==> config.mk <==
export PLATFORM = sky130hd
export DESIGN_NAME = seg_display_scan
export DESIGN_NICKNAME = d
export VERILOG_FILES = /design/src/rtl/seg_pkg.sv /design/src/rtl/hex_to_7seg.sv /design/src/rtl/seg_display_scan.sv
export SDC_FILE = /design/constraint.sdc
export NUM_CORES = 1
export LEC_CHECK = 0
export CELL_PAD_IN_SITES_DETAIL_PLACEMENT = 1
export CELL_PAD_IN_SITES_GLOBAL_PLACEMENT = 1
export CORE_ASPECT_RATIO = 2
export CORE_MARGIN = 10
export CORE_UTILIZATION = 47
export DETAILED_ROUTE_END_ITERATION = 12
export HOLD_SLACK_MARGIN = 0.02
export PLACE_DENSITY_LB_ADDON = 0.1
export SLEW_MARGIN = 25
export SYNTH_ARGS = -nofsm -noshare
export SYNTH_HDL_FRONTEND = slang
export SYNTH_SLANG_ARGS = --single-unit
==> constraint.sdc <==
create_clock -name Clk -period 5.55 [get_ports Clk]
set_input_delay 0.555 -clock Clk [delete_from_list [all_inputs] [get_ports Clk]]
set_output_delay 0.555 -clock Clk [all_outputs]
set_load 0.02 [all_outputs]
==> src/rtl/seg_pkg.sv <==
// Shared constants for the seven-segment scan driver.
//   HEX_SEG   : active-high segment pattern per hex nibble, bit0 = a .. bit6 = g
//   SEG_BLANK : active-high pattern with every segment off
//   idx_width : width of a digit index register, never below one bit
package seg_pkg;

  localparam logic [6:0] HEX_SEG [16] = '{
    7'h3F, 7'h06, 7'h5B, 7'h4F, 7'h66, 7'h6D, 7'h7D, 7'h07,
    7'h7F, 7'h6F, 7'h77, 7'h7C, 7'h39, 7'h5E, 7'h79, 7'h71
  };

  localparam logic [6:0] SEG_BLANK = 7'h00;

  function automatic int idx_width(input int n);
    return (n <= 1) ? 1 : $clog2(n);
  endfunction

endpackage

==> src/rtl/hex_to_7seg.sv <==
// Combinational hex nibble to seven-segment decode (active-high).
//   digit_i : 4-bit hex value
//   seg_o   : segments {g,f,e,d,c,b,a}
module hex_to_7seg
  import seg_pkg::*;
(
  input  logic [3:0] digit_i,
  output logic [6:0] seg_o
);

  assign seg_o = HEX_SEG[digit_i];

endmodule

==> src/rtl/seg_display_scan.sv <==
// Multiplexed seven-segment scanner with a double-buffered display value.
//   Clk, Reset : system clock, asynchronous active-high reset
//   Value/Load : new hex digits (digit 0 rightmost), captured when Load is high
//   DigitMask  : per-digit enable, 0 forces the digit blank (sampled live)
//   LzBlank    : suppress leading zeros (digit 0 is always shown)
//   DpMask     : per-digit decimal point (sampled live)
//   out7/dp    : segment and decimal-point drive for the selected digit
//   en_out     : one-hot digit enable
//   FrameDone  : one-cycle pulse after the last digit of each frame
// A new value is held in a pending buffer and only promoted to the displayed
// buffer at a frame boundary, so a frame never mixes old and new digits.
module seg_display_scan
  import seg_pkg::*;
#(
  parameter int NUM_DIGITS  = 8,
  parameter int REFRESH_DIV = 100000,
  parameter bit ACTIVE_LOW  = 1'b1
) (
  input  logic                    Clk,
  input  logic                    Reset,
  input  logic [4*NUM_DIGITS-1:0] Value,
  input  logic                    Load,
  input  logic [NUM_DIGITS-1:0]   DigitMask,
  input  logic                    LzBlank,
  input  logic [NUM_DIGITS-1:0]   DpMask,
  output logic [6:0]              out7,
  output logic                    dp,
  output logic [NUM_DIGITS-1:0]   en_out,
  output logic                    FrameDone
);

  localparam int PW = $clog2(REFRESH_DIV);
  localparam int IW = idx_width(NUM_DIGITS);
  localparam int VW = 4 * NUM_DIGITS;

  localparam logic [PW-1:0]         PRESC_MAX = PW'(REFRESH_DIV - 1);
  localparam logic [IW-1:0]         IDX_MAX   = IW'(NUM_DIGITS - 1);
  // XOR masks that turn active-high patterns into the board polarity
  localparam logic [6:0]            SEG_POL   = {7{ACTIVE_LOW}};
  localparam logic [NUM_DIGITS-1:0] EN_POL    = {NUM_DIGITS{ACTIVE_LOW}};

  logic [PW-1:0]         presc_q, presc_d;
  logic [IW-1:0]         idx_q, idx_d;
  logic [VW-1:0]         active_q, active_d;
  logic [VW-1:0]         pending_q, pending_d;
  logic                  pend_q, pend_d;
  logic                  frame_done_q;
  logic                  upd_q;
  logic [6:0]            out7_q;
  logic                  dp_q;
  logic [NUM_DIGITS-1:0] en_q;

  logic                  tick;
  logic                  boundary;
  logic [3:0]            digit_sel;
  logic                  mask_sel;
  logic                  dp_sel;
  logic                  lz_sel;
  logic                  zero_run;
  logic [NUM_DIGITS-1:0] onehot;
  logic [6:0]            dec_seg;
  logic [6:0]            seg_hi;

  // Timing and buffer next-state
  always_comb begin
    tick     = (presc_q == PRESC_MAX);
    boundary = tick && (idx_q == IDX_MAX);

    presc_d = tick ? '0 : presc_q + 1'b1;

    idx_d = idx_q;
    if (tick) begin
      idx_d = (idx_q == IDX_MAX) ? '0 : idx_q + 1'b1;
    end

    active_d  = active_q;
    pending_d = pending_q;
    pend_d    = pend_q;
    if (Load && boundary) begin
      // Bypass the pending buffer so the value appears on the very next frame
      active_d  = Value;
      pending_d = Value;
      pend_d    = 1'b0;
    end else if (Load) begin
      pending_d = Value;
      pend_d    = 1'b1;
    end else if (boundary && pend_q) begin
      active_d = pending_q;
      pend_d   = 1'b0;
    end
  end

  // Digit select and blanking for the current index. The scan runs from the
  // most significant digit down so zero_run says whether every digit from
  // the top down to i is zero.
  always_comb begin
    digit_sel = 4'h0;
    mask_sel  = 1'b0;
    dp_sel    = 1'b0;
    lz_sel    = 1'b0;
    onehot    = '0;
    zero_run  = 1'b1;
    for (int i = NUM_DIGITS - 1; i >= 0; i--) begin
      zero_run = zero_run && (active_q[4*i +: 4] == 4'h0);
      if (idx_q == IW'(i)) begin
        digit_sel = active_q[4*i +: 4];
        mask_sel  = DigitMask[i];
        dp_sel    = DpMask[i];
        lz_sel    = zero_run && (i != 0);
        onehot[i] = 1'b1;
      end
    end
  end

  hex_to_7seg u_dec (
    .digit_i (digit_sel),
    .seg_o   (dec_seg)
  );

  assign seg_hi = (!mask_sel || (LzBlank && lz_sel)) ? SEG_BLANK : dec_seg;

  always_ff @(posedge Clk or posedge Reset) begin
    if (Reset) begin
      presc_q      <= '0;
      idx_q        <= '0;
      active_q     <= '0;
      pending_q    <= '0;
      pend_q       <= 1'b0;
      frame_done_q <= 1'b0;
      upd_q        <= 1'b0;
      out7_q       <= SEG_BLANK ^ SEG_POL;
      dp_q         <= ACTIVE_LOW;
      en_q         <= EN_POL;
    end else begin
      presc_q      <= presc_d;
      idx_q        <= idx_d;
      active_q     <= active_d;
      pending_q    <= pending_d;
      pend_q       <= pend_d;
      frame_done_q <= boundary;
      // Outputs follow one cycle after each index step; until the first
      // step they keep their reset (all-off) value.
      upd_q        <= tick;
      if (upd_q) begin
        out7_q <= seg_hi ^ SEG_POL;
        dp_q   <= dp_sel ^ ACTIVE_LOW;
        en_q   <= onehot ^ EN_POL;
      end
    end
  end

  assign out7      = out7_q;
  assign dp        = dp_q;
  assign en_out    = en_q;
  assign FrameDone = frame_done_q;

endmodule

==> results_dict.tcl <==
set metrics [dict create \
    ctsHoldBuffers 0 \
    worst_ir_drop_vdd_uv 160 \
    synth_top_area_cell "dfrtp_1" \
    hold_class "reg2reg" \
    final.period_utilization_pct 62.9 \
    synth.net_count 512 \
    multi_input_comb_area_mm2 0.00237 \
    critPathKind "reg2reg" \
    status "complete, no violations" \
    worst_pin_slew_ns 0.865 \
    rsz0062_at_grt "false" \
    core_mm2 0.0108 \
    first_iter_violations 139 \
    p_leak_nw 2.76 \
    root_buffer "clkbuf_16" \
    cts_max_path_buffers 2 \
    cts_tree "done" \
    clock_latency_ns 0.35 \
    avgSynthCellArea_um2 11.5 \
    initial_utilization_pct 47.6 \
    die_h_um 168 \
    cts_sinks 103 \
    wl_per_cell_um 21.9 \
    path_clk_slew_ns 0.07 \
    synth_area_leaders "dfrtp_1 42%, mux2_4 8.5%, dfstp_2 8.2%, mux2_2 7.7%, ha_1 3.2%" \
    grt_pass1_wl_um 23200 \
    end_kind "flop" \
    viasPerCell 5.65 \
    synth_cell_type_count 54 \
    cts_resized 0 \
    die_w_um 94.0 \
    synthesis.area_mm2 0.00515 \
    drv_cap 0 \
    ant_nets 0 \
    yosysSeqAreaShare_pct 50.5 \
    async_flop_share_pct 100 \
    path_max_fanout 23 \
    power.density_mw_per_mm2 239 \
    yosys_warnings 0 \
    yosysMostFrequentCell "dfrtp_1" \
    gp_congestion 0.833 \
    syn2layout_area_growth_pct 20.7 \
    htree_num_levels 3 \
    overflow 0 \
    cp_data_required_time_ns 5.83 \
    synth_top_cell_area_share_pct 42.3 \
    tns_ns 0 \
    setup_viol 0 \
    arrival_ns 3.77 \
    grt_max_degree 53 \
    period_minus_slack_ns 3.49 \
    track_usage_pct 18.8 \
    cts_buffers 9 \
    yosys_register_bits 103 \
    synth_edf_count 0 \
    fmax_ghz 0.286 \
    finalHoldViolations 0 \
    rows 54 \
    grt_pass1_vias 4312 \
    n_fill_cell 1156 \
    io_pins 69 \
    slew_headroom_pct 42.3 \
    post_cts_buffers 0 \
    synthCells 447 \
    dp_slack_ns 2.12 \
    start_kind "flop" \
    wirelength_um 14300 \
    skew_ns 0.0155 \
    ys.flop_type "dfrtp_1" \
    dp_hpwl_um 10800 \
    die_area_mm2 0.0158 \
    fin_ws_ns 2.06 \
    first_pass_iters 4 \
    vias 3687 \
    drcViolationCount 0 \
    drv_slew 0 \
    antenna_found_initial 0 \
    antennaDiodeCount 0 \
    drive_gt1_share_pct 21.4 \
    final_nets 573 \
    regArea_mm2 0.00260 \
    synth_common_cells "87 x dfrtp_1, 35 x mux2_2, 33 x nor2_1" \
    numPortBuffers 68 \
]
[final timing paths]
check,from,end,slack (ns),cells past startpoint
max,idx_q[0],out7[0],2.06,11
min,pending_q[14],pending_q[14],0.50,1
max reg2reg,idx_q[0],out7[0],2.06,11
min reg2reg,pending_q[14],pending_q[14],0.50,1
max in group asynchronous,Reset,active_q[13],3.79,3
min in group asynchronous,Reset,pending_q[31],0.63,2
[critical path: stages, from the launching register on]
cell and delay [ns]:
dfrtp_1 0.42, inv_1 0.13, ha_1 0.73, nor3_1 0.20, a21oi_1 0.18, nor2_1 0.06, a221oi_1 0.59, inv_1 0.24
ha_1 0.27, and3b_1 0.18, a221o_1 0.26, o22a_1 0.16
[metrics by stage]
stage	power [mW]	area (um2)	instances	util [%]	hold WS, ns
final	1.48	6210	653	57.5	0.500
after global routing	1.54	6210	653	57.5	0.514
after CTS	1.50	6210	653	57.5	0.503
after detailed placement	0.894	5930	637	54.9	0.485
after global placement	0.888	5930	637	54.9	0.474
after floorplan	0.838	5150	447	-	0.457
[registers in the layout, summed over array words and instances, names as in the netlist]
name,count
active_q,32
pending_q,32
presc_q,17
en_out,8
out7,7
idx_q,3
FrameDone,1
dp,1
pend_q,1
upd_q,1
[report_power, final]
group / internal (mW) / total, mW / switching [mW]
clock network: 0.312 / 0.607 / 0.295
logic: 0.0543 / 0.0963 / 0.0420
registers: 0.774 / 0.780 / 0.00625
total: 1.14 / 1.48 / 0.344
[layout by cell type (no fill, tap or decap), types with 4 or more instances in the layout]
cell,count
nand2_1,28
clkdlybuf4s50_1,67
clkbuf_16,9
xnor2_1,5
xor2_1,10
mux2i_1,6
nor3_1,7
buf_4,7
a31oi_1,8
o22ai_1,5
mux2_4,29
ha_1,13
o221ai_1,4
inv_1,15
nor2b_1,9
dfstp_2,16
dfrtp_1,87
o22a_1,6
mux2_2,35
a21oi_1,20
nor4_1,7
nor2_1,33
o21ai_0,15
nand2b_1,6
nand3_1,10
[metal layers]
metal | routed length (um) | vias up | global-route usage, %
met5 | 0 | - | 0
met4 | 517 | 0 | 8.70
met3 | 381 | 29 | 2.72
met2 | 8220 | 65 | 35.7
met1 | 5180 | 1879 | 19.1
li1 | - | 1714 | -
[final cells by class]
| cell class | instances | area share (%) |
|---|---|---|
| tap | 140 | 2.82 |
| clock buffer | 10 | 3.69 |
| multi-input combinational | 303 | 38.1 |
| inverter | 16 | 1.01 |
| timing repair buffer | 75 | 11.7 |
| clock inverter | 6 | 0.826 |
| sequential | 103 | 41.8 |
[cell families after synthesis]
kind of cell | share of synthesized area, %
DFF | 50.5
muxes | 17.3
and+or+nand+nor | 12.3
buffers and inverters | 3.53
xor gates and xnor gates | 2.55
AOI/OAI and AO/OA | 10.7
adders and majority gates | 3.16
Note: power is estimated with default switching activity, not from simulation.
